**src/rtl/amplitude_direction_pkg.sv**
```systemverilog
// Shared types for the amplitude direction finder: FSM state encoding,
// direction result codes and the unsigned absolute-difference helper.
package amplitude_direction_pkg;

    typedef enum logic [1:0] {
        ST_IDLE       = 2'b00,
        ST_HAVE_LEFT  = 2'b01,
        ST_HAVE_RIGHT = 2'b10,
        ST_DECIDE     = 2'b11
    } state_e;

    localparam logic [1:0] DIR_SILENT = 2'b00;
    localparam logic [1:0] DIR_LEFT   = 2'b01;
    localparam logic [1:0] DIR_RIGHT  = 2'b10;
    localparam logic [1:0] DIR_CENTER = 2'b11;

    function automatic logic [15:0] abs_diff(input logic [15:0] a, input logic [15:0] b);
        logic [15:0] d;
        if (a >= b) begin
            d = a - b;
        end else begin
            d = b - a;
        end
        return d;
    endfunction

endpackage

```
**src/rtl/amplitude_direction_done_edge_detect.sv**
```systemverilog
// Rising-edge detector for a producer done level. The first clock after reset
// only loads the registered copy, so a level already high is not a new sample.
module done_edge_detect (
    input  logic clock,
    input  logic reset,
    input  logic i_done,
    output logic o_rise
);

    logic r_done;
    logic r_armed;

    // Registered copy of the done level plus the post-reset arming flag.
    always_ff @(posedge clock or negedge reset) begin
        if (!reset) begin
            r_done  <= 1'b0;
            r_armed <= 1'b0;
        end else begin
            r_done  <= i_done;
            r_armed <= 1'b1;
        end
    end

    assign o_rise = i_done & ~r_done & r_armed;

endmodule

```
**src/rtl/amplitude_direction.sv**
```systemverilog
// Pairs left/right amplitude samples and reports which side is louder,
// discarding a lone sample when its partner does not arrive within TIMEOUT.
module amplitude_direction
    import amplitude_direction_pkg::*;
#(
    parameter logic [23:0] TIMEOUT  = 24'd1_000_000,
    parameter logic [15:0] DEADBAND = 16'd500
) (
    input  logic        clock,
    input  logic        reset,
    input  logic [15:0] left_amplitude,
    input  logic        left_done,
    input  logic [15:0] right_amplitude,
    input  logic        right_done,
    output logic [1:0]  direction,
    output logic [15:0] diff_mag,
    output logic        valid,
    output logic        timeout
);

    logic        w_left_rise;
    logic        w_right_rise;
    state_e      r_state;
    state_e      w_next_state;
    logic [23:0] r_timer;
    logic [15:0] r_left;
    logic [15:0] r_right;
    logic        w_waiting;
    logic        w_same;
    logic        w_partner;
    logic        w_expire_fire;
    logic        w_decide;
    logic [15:0] w_diff;
    logic [1:0]  w_dir;

    done_edge_detect u_left_edge (
        .clock  (clock),
        .reset  (reset),
        .i_done (left_done),
        .o_rise (w_left_rise)
    );

    done_edge_detect u_right_edge (
        .clock  (clock),
        .reset  (reset),
        .i_done (right_done),
        .o_rise (w_right_rise)
    );

    // FSM state register.
    always_ff @(posedge clock or negedge reset) begin
        if (!reset) begin
            r_state <= ST_IDLE;
        end else begin
            r_state <= w_next_state;
        end
    end

    // Next-state logic; DECIDE reuses the IDLE rules so edges seen there are kept.
    always_comb begin
        w_next_state = r_state;
        case (r_state)
            ST_IDLE, ST_DECIDE: begin
                if (w_left_rise && w_right_rise) begin
                    w_next_state = ST_DECIDE;
                end else if (w_left_rise) begin
                    w_next_state = ST_HAVE_LEFT;
                end else if (w_right_rise) begin
                    w_next_state = ST_HAVE_RIGHT;
                end else begin
                    w_next_state = ST_IDLE;
                end
            end
            ST_HAVE_LEFT, ST_HAVE_RIGHT: begin
                if (w_partner) begin
                    w_next_state = ST_DECIDE;
                end else if (w_same) begin
                    w_next_state = r_state;
                end else if (w_expire_fire) begin
                    w_next_state = ST_IDLE;
                end else begin
                    w_next_state = r_state;
                end
            end
            default: w_next_state = ST_IDLE;
        endcase
    end

    // FSM output decode: partner/same-channel edges and timer expiry.
    always_comb begin
        w_waiting = (r_state == ST_HAVE_LEFT) || (r_state == ST_HAVE_RIGHT);
        w_partner = ((r_state == ST_HAVE_LEFT) && w_right_rise) ||
                    ((r_state == ST_HAVE_RIGHT) && w_left_rise);
        w_same    = ((r_state == ST_HAVE_LEFT) && w_left_rise) ||
                    ((r_state == ST_HAVE_RIGHT) && w_right_rise);
        w_decide  = (r_state == ST_DECIDE);
        if (w_waiting && !w_partner && !w_same && (r_timer == TIMEOUT - 24'd1)) begin
            w_expire_fire = 1'b1;
        end else begin
            w_expire_fire = 1'b0;
        end
    end

    // Wait timer: runs only while parked waiting, restarts on any other condition.
    always_ff @(posedge clock or negedge reset) begin
        if (!reset) begin
            r_timer <= 24'd0;
        end else if (w_waiting && !w_partner && !w_same && !w_expire_fire) begin
            r_timer <= r_timer + 24'd1;
        end else begin
            r_timer <= 24'd0;
        end
    end

    // Amplitude captures, taken in the cycle of the edge; an expired lone sample is dropped.
    always_ff @(posedge clock or negedge reset) begin
        if (!reset) begin
            r_left  <= 16'd0;
            r_right <= 16'd0;
        end else begin
            if (w_left_rise) begin
                r_left <= left_amplitude;
            end else if (w_expire_fire && (r_state == ST_HAVE_LEFT)) begin
                r_left <= 16'd0;
            end
            if (w_right_rise) begin
                r_right <= right_amplitude;
            end else if (w_expire_fire && (r_state == ST_HAVE_RIGHT)) begin
                r_right <= 16'd0;
            end
        end
    end

    // Decision on the captured pair.
    always_comb begin
        w_diff = abs_diff(r_left, r_right);
        if ((r_left == 16'd0) && (r_right == 16'd0)) begin
            w_dir = DIR_SILENT;
        end else if (w_diff <= DEADBAND) begin
            w_dir = DIR_CENTER;
        end else if (r_left > r_right) begin
            w_dir = DIR_LEFT;
        end else begin
            w_dir = DIR_RIGHT;
        end
    end

    // Registered results and one-cycle pulses.
    always_ff @(posedge clock or negedge reset) begin
        if (!reset) begin
            direction <= DIR_SILENT;
            diff_mag  <= 16'd0;
            valid     <= 1'b0;
            timeout   <= 1'b0;
        end else begin
            valid   <= w_decide;
            timeout <= w_expire_fire;
            if (w_decide) begin
                direction <= w_dir;
                diff_mag  <= w_diff;
            end
        end
    end

endmodule

```
**config.mk**
```make
export PLATFORM = sky130hd
export DESIGN_NAME = amplitude_direction
export DESIGN_NICKNAME = d
export VERILOG_FILES = /design/src/rtl/amplitude_direction_pkg.sv /design/src/rtl/amplitude_direction_done_edge_detect.sv /design/src/rtl/amplitude_direction.sv
export SDC_FILE = /design/constraint.sdc
export NUM_CORES = 1
export LEC_CHECK = 0
export BUFFER_PORTS_ARGS = -buffer_cell sky130_fd_sc_hd__buf_2
export CORE_UTILIZATION = 50
export DETAILED_ROUTE_END_ITERATION = 8
export PLACE_DENSITY = 0.72
export SYNTH_ARGS = -nofsm -noshare
export SYNTH_HDL_FRONTEND = slang
export SYNTH_SLANG_ARGS = --single-unit
```
**constraint.sdc**
```tcl
create_clock -name clock -period 3.04 [get_ports clock]
set_input_delay 0.608 -clock clock [delete_from_list [all_inputs] [get_ports clock]]
set_output_delay 0.608 -clock clock [all_outputs]
set_load 0.02 [all_outputs]
```
* Yosys cells after proc, flatten, opt, wreduce, memory -nomap -nowiden *
Index checks and enable logic that the tools add are counted.

storage, ports and cells
  flip-flop bits (word level) = 81
  output and inout port bits = 20
  logic and storage cells = 72

cells by class
  order comparisons = 3
  muxes and demuxes = 17
  equality and inequality tests = 6
  reductions and logical operators = 26
  bitwise gates (word level) = 6
  $add $sub $neg = 3

operators by type and width
  cell                                                              count
  two-way mux 16 bit                                                5
  zero test 16 bit                                                  2
  subtractor 16 bit                                                 2
  adder 24 x 1 -> 24 bit (second input constant)                    1
  == test 24 x 20 -> 1 bit (second input constant)                  1
  two-way mux 24 bit                                                1
  two-way mux 2 bit                                                 9
  greater-or-equal comparator 16 bit                                1
  > comparator 16 bit                                               1
  less-or-equal comparator 16 x 9 -> 1 bit (second input constant)  1
  logical AND 1 bit                                                 12
  != test 3 bit (second input constant)                             2
  AND 1 bit                                                         4
  == test 2 bit (second input constant)                             2
  one-hot mux 2 bit (2 select lines)                                1
  nonzero test 2 bit                                                2
  OR reduction 2 bit                                                2
  zero test 1 bit                                                   3
  logical OR 1 bit                                                  3
  == test 2 x 1 -> 1 bit (second input constant)                    1
  zero test 2 bit                                                   1
  NOT 1 bit                                                         2
  AND reduction 2 bit                                               1
  two-way mux 1 bit                                                 1

* Logic depth before layout (Yosys ltp) *
  depth in word-level cells = 14
  gate-level depth with buffers = 13
  mapped depth without buffers = 12

* Hierarchy *
A second synthesis with hierarchy kept.

unflattened totals
  cells, all modules = 539
  area total of the unflattened synthesis = 5006.1 um2

by module, submodules not included
  module               seq. area each (um2)  times used  cells an instance  area each (um2)
  amplitude_direction  1951.9                1           531                4880.9
  done_edge_detect     50.0                  2           4                  62.6

* Worst setup path after synthesis *
OpenSTA, ideal clock, no wires.

  kind = register to register
  start point = reg r_left[13]
  end point = reg direction[0]
  buffers on the path = 2
  cell stages (with the launch flop) = 13
  data arrival time = 2.723 ns
  clock period less this slack = 2.852 ns
  required time = 2.911 ns
  slack = 0.188 ns
  path through = dfrtp_1 inv_1 ha_1 buf_4 nand4_4 or4_4 o2111a_4 buf_6 o211ai_2 nand3_2 or4_4 a211oi_2 o31ai_1

between the ends
  cells in the longest elaborated chain, start to end = 5
  elaborated cells between the ends (all ways) = 11
  classes of those cells = 2 x add/sub; 3 x order compare; 4 x mux; 2 x reduce/logical

RTL lines
  item                                             line                           text
  start: declaration                               amplitude_direction.sv:26      logic [15:0] r_left;
  start signal: assignment                         amplitude_direction.sv:122     r_left <= left_amplitude;
  subtractor 16 bit, or another cell as far along  amplitude_direction_pkg.sv:22  d = b - a;
  two-way mux 16 bit                               amplitude_direction_pkg.sv:19  if (a >= b) begin
  less-or-equal comparator 16 x 9 -> 1 bit         amplitude_direction.sv:139     end else if (w_diff <= DEADBAND) begin
  two-way mux 2 bit                                amplitude_direction.sv:139
  two-way mux 2 bit (*)                            amplitude_direction.sv:137     if ((r_left == 16'd0) && (r_right == 16'd0)) begin
  end signal: assignment                           amplitude_direction.sv:159     direction <= w_dir;
  end: declaration                                 amplitude_direction.sv:15      output logic [1:0] direction,

Every way passes the cells marked *; elsewhere a longest branch is shown, timed or not.
A chain may end at the register's enable or synchronous reset.

* Worst setup path after layout *
  start point = reg r_right[0]
  end point = reg direction[1]

between the ends
  cells in the longest elaborated chain, start to end = 5
  elaborated cells between the ends (all ways) = 11
  classes of those cells = 2 x add/sub; 3 x order compare; 4 x mux; 2 x reduce/logical

RTL lines
  item                                             line                           text
  start: declaration                               amplitude_direction.sv:27      logic [15:0] r_right;
  start signal: assignment                         amplitude_direction.sv:127     r_right <= right_amplitude;
  subtractor 16 bit, or another cell as far along  amplitude_direction_pkg.sv:22
  two-way mux 16 bit                               amplitude_direction_pkg.sv:19
  less-or-equal comparator 16 x 9 -> 1 bit         amplitude_direction.sv:139
  two-way mux 2 bit                                amplitude_direction.sv:139
  two-way mux 2 bit (*)                            amplitude_direction.sv:137

Marks and branches as above.

==> impl_metrics.py <==
metrics = {
    "grt": {
        "grt_max_degree": 82,
        "grtUsageTotal": 0.2845,
        "grt-ovfl-total": 0,
        "grt_pass1_wl_um": 24050,
        "grt_pass1_vias": 4961,
        "antenna_found_initial": 0,
    },
    "timing": {
        "worst_pin_slew_ns": 1.042,
        "fin_crit_ns": 3.086,
        "layout_setup_ws_ns": -0.04571,
        "tns_ns": -0.07871,
        "skew_ns": 0.01362,
        "rsz0062_at_grt": "true",
        "hold_violations": 0,
        "setup_viol": 2,
        "slew_viol_final": 0,
        "post-route-period-util": 1.015,
        "max_freq_mhz": 324.1,
        "max-slew-margin-rel": 0.3050,
    },
    "outcome": {
        "violations": "negative setup slack",
        "status": "finished, violations left",
    },
    "synthesis": {
        "synth_seq_cells": 81,
        "syn_inst": 564,
        "synth_cell_types": 64,
        "synth_top_family_by_area": "compound AO/OA/AOI/OAI gates",
        "async_reset_ff_frac": 1.000,
        "synth_fa_ha_area_frac": 0.09180,
        "yosys.area_share.simple": 0.1793,
        "synth_nets": 637,
        "synth_area_per_cell_um2": 9.231,
        "synthXorXnorAreaFrac": 0.04879,
        "yosys_warnings": 0,
        "synth_ff_type": "dfrtp_1",
        "syn-cell-area_um2": 5206,
        "synth.area.mux_share": 0.003845,
        "synth_edf_count": 0,
        "synth_compound_area_frac": 0.2223,
        "ys_seq_area_frac": 0.3893,
    },
    "place": {
        "dp.cells": 800,
        "place_congestion": 0.8884,
        "dp_hpwl_um": 10870,
        "numPortBuffers": 55,
        "dpl_cell_area_um2": 6088,
    },
    "critical_path": {
        "critical_path_arrival_ns": 3.34,
        "crit_top_cell": "or4_4",
        "crit_type": "reg -> reg",
        "crit_chain": "buf_4, ha_2, nand4_1, or4_4, o2111ai_4, or4b_1, o2111ai_2, or4_4, a211oi_4, o31ai_2",
        "start_kind": "register",
        "path_max_fanout": 6,
        "endpoint_kind": "register",
        "cpMaxStageDelayCell": "or4_4",
        "required_ns": 3.29,
        "cp_slowest_stage_delay_ns": 0.55,
    },
    "detailed_routing": {
        "wl_met1_um": 5869,
        "drt_iter0_drc": 291,
        "ant_nets": 0,
        "wl_met3_um": 694,
        "vias_per_cell": 5.673,
        "dr.pass1.iters": 4,
        "wl_um": 14250,
        "wire_per_inst_um": 17.31,
        "top_layer": "met4",
        "dr_wl_met2_um": 7261,
        "drc": 0,
        "num_vias": 4669,
    },
    "layout": {
        "final_util": 0.6491,
        "area_delta_synth_final_pct": 24.10,
        "regArea_um2": 2028,
        "final_cell_mix": "buf_4, dfrtp_1, nor2_1, buf_2, inv_1",
        "fin_nets": 758,
        "instances_no_fill": 823,
        "antenna_cells": 0,
        "multi_input_area_um2": 2978,
        "finish.instance_area_um2": 6461,
        "nFillCells": 847,
        "layout-drive-gt1-share": 0.2783,
        "final_common_cell": "buf_4",
    },
    "floorplanning": {
        "rows": 36,
        "dieWidth_um": 104.0,
        "core_region_area_um2": 9955,
        "start_util": 0.5230,
        "die_area_um2": 10820,
        "die_h_um": 104.0,
        "ioPinCount": 56,
    },
    "clocking": {
        "cts_root_buffer": "clkbuf_8",
        "clock_path_buffers": 2,
        "clk-insertion-delay-late_ns": 0.38,
        "cts_tree": "done",
        "cts.sinks": 81,
        "htreeDepth": 3,
        "clkTransAtPathRegs_ns": 0.08,
        "numCtsBuffers": 9,
        "holdBufCountCts": 0,
    },
    "power_and_ir_drop": {
        "pwr-share-clk": 0.165,
        "power.density_nw_per_um2": 732.5,
        "switchingPower_uw": 1935,
        "total_power_uw": 4733,
        "seqPwrFrac": 0.294,
        "switching_share": 0.4089,
        "ir_worst_vdd_v": 0.0004388,
        "p_comb_frac": 0.541,
        "p_int_uw": 2798,
        "p_leak_uw": 0.003176,
    },
    "job": {
        "drv_cap": 0,
    },
    "hold_path": {
        "holdCritPathClass": "in -> reg",
    },
}
-- through the flow --
step           hold slack (ns)  setup slack (ns)
2_1_floorplan           0.3124            0.1883
3_3_place_gp            0.4647          -0.07635
3_5_place_dp            0.4739           -0.1153
4_1_cts                 0.3303          0.005073
5_1_grt                 0.3260           -0.1461
6_report                0.3530          -0.04571
-- worst max-delay path: cells and delay by family, from the launching register on --
family | cells | cell delay (ns)
fa+ha+maj | 1 | 0.33
simple gates | 4 | 1.39
flops | 1 | 0.40
buf+inv | 1 | 0.14
compound gates | 4 | 0.71
-- worst paths after layout --
kind	startpoint	end	slack (ns)	cells past startpoint
min	left_done	u_left_edge.r_done	0.35	1
max in group asynchronous	reset	r_left[0]	1.93	1
min reg2reg	diff_mag[14]	diff_mag[14]	0.49	1
min in group asynchronous	reset	r_right[4]	0.36	1
max	r_right[0]	direction[1]	-0.05	10
max reg2reg	r_right[0]	direction[1]	-0.05	10
-- power by group through the flow --
stage / combinational [µW] / clock [µW] / sequential [µW]
6_report: 2560 / 782 / 1390
5_1_grt: 2810 / 853 / 1410
4_1_cts: 2420 / 812 / 1390
3_5_place_dp: 2350 / 0 / 1410
3_3_place_gp: 2340 / 0 / 1400
2_1_floorplan: 1320 / 0 / 1560
-- layer usage --
layer / vias to the layer above / GRT usage
met5: - / 0
met4: 0 / 0.1173
met3: 26 / 0.08083
met2: 97 / 0.4981
met1: 2283 / 0.3249
li1: 2263 / -
-- cells in the mapped netlist, drive strengths merged (2+ instances only) --
cell type | instances | area share
a211o | 2 | 0.0034
a211oi | 3 | 0.0053
a21o | 19 | 0.027
a21oi | 41 | 0.039
a221oi | 2 | 0.0046
a22o | 32 | 0.054
a31oi | 5 | 0.0060
and2 | 4 | 0.0048
and3 | 12 | 0.014
and4 | 2 | 0.0034
buf | 13 | 0.019
clkbuf | 18 | 0.013
dfrtp | 81 | 0.39
fa | 2 | 0.0077
ha | 35 | 0.084
inv | 44 | 0.032
mux2i | 2 | 0.0038
nand2 | 28 | 0.021
nand2b | 2 | 0.0024
nand3 | 24 | 0.024
nand3b | 2 | 0.0029
nand4 | 15 | 0.025
nand4b | 2 | 0.0034
nor2 | 55 | 0.040
nor2b | 4 | 0.0048
nor3 | 4 | 0.0038
nor4 | 10 | 0.012
o2111ai | 4 | 0.0067
o211ai | 6 | 0.011
o21a | 4 | 0.0058
o21ai | 25 | 0.025
o21bai | 2 | 0.0029
o221ai | 3 | 0.0050
o22ai | 4 | 0.0048
o31a | 2 | 0.0036
o31ai | 4 | 0.0058
or3 | 3 | 0.0036
or4 | 5 | 0.0087
xnor2 | 10 | 0.017
xor2 | 19 | 0.032
-- cells by family after synthesis --
family                   Yosys count
flip-flops                        81
buffers and inverters             75
other                              1
XOR/XNOR                          29
adder cells (fa/ha/maj)           37
AO/OA/AOI/OAI                    164
AND/OR/NAND/NOR                  175
multiplexers                       2
-- state kept, by name, indices dropped and copies added, names as in the netlist --
register              count
u_right_edge.r_armed      1
direction                 2
u_left_edge.r_done        1
r_timer                  24
u_right_edge.r_done       1
r_state                   2
diff_mag                 16
r_left                   16
valid                     1
timeout                   1
r_right                  16
-- layout make-up --
cell class | instances | share of cell area
multi-input cells | 408 | 0.4609
flip-flops and latches | 81 | 0.3139
repair buffers | 141 | 0.1448
well taps | 133 | 0.02576
inverters | 44 | 0.02556
clock buffers | 12 | 0.02091
clock inverters | 4 | 0.008133
-- repair_timing --
item | in CTS | in global routing
setup endpoints to repair | 2 | 2
pin swaps | 3 | 9
setup buffers | 2 | 5
resized for setup | 14 | 15
hold endpoints to repair | 0 | 0
No activity file was read; power rests on OpenSTA's default activity.
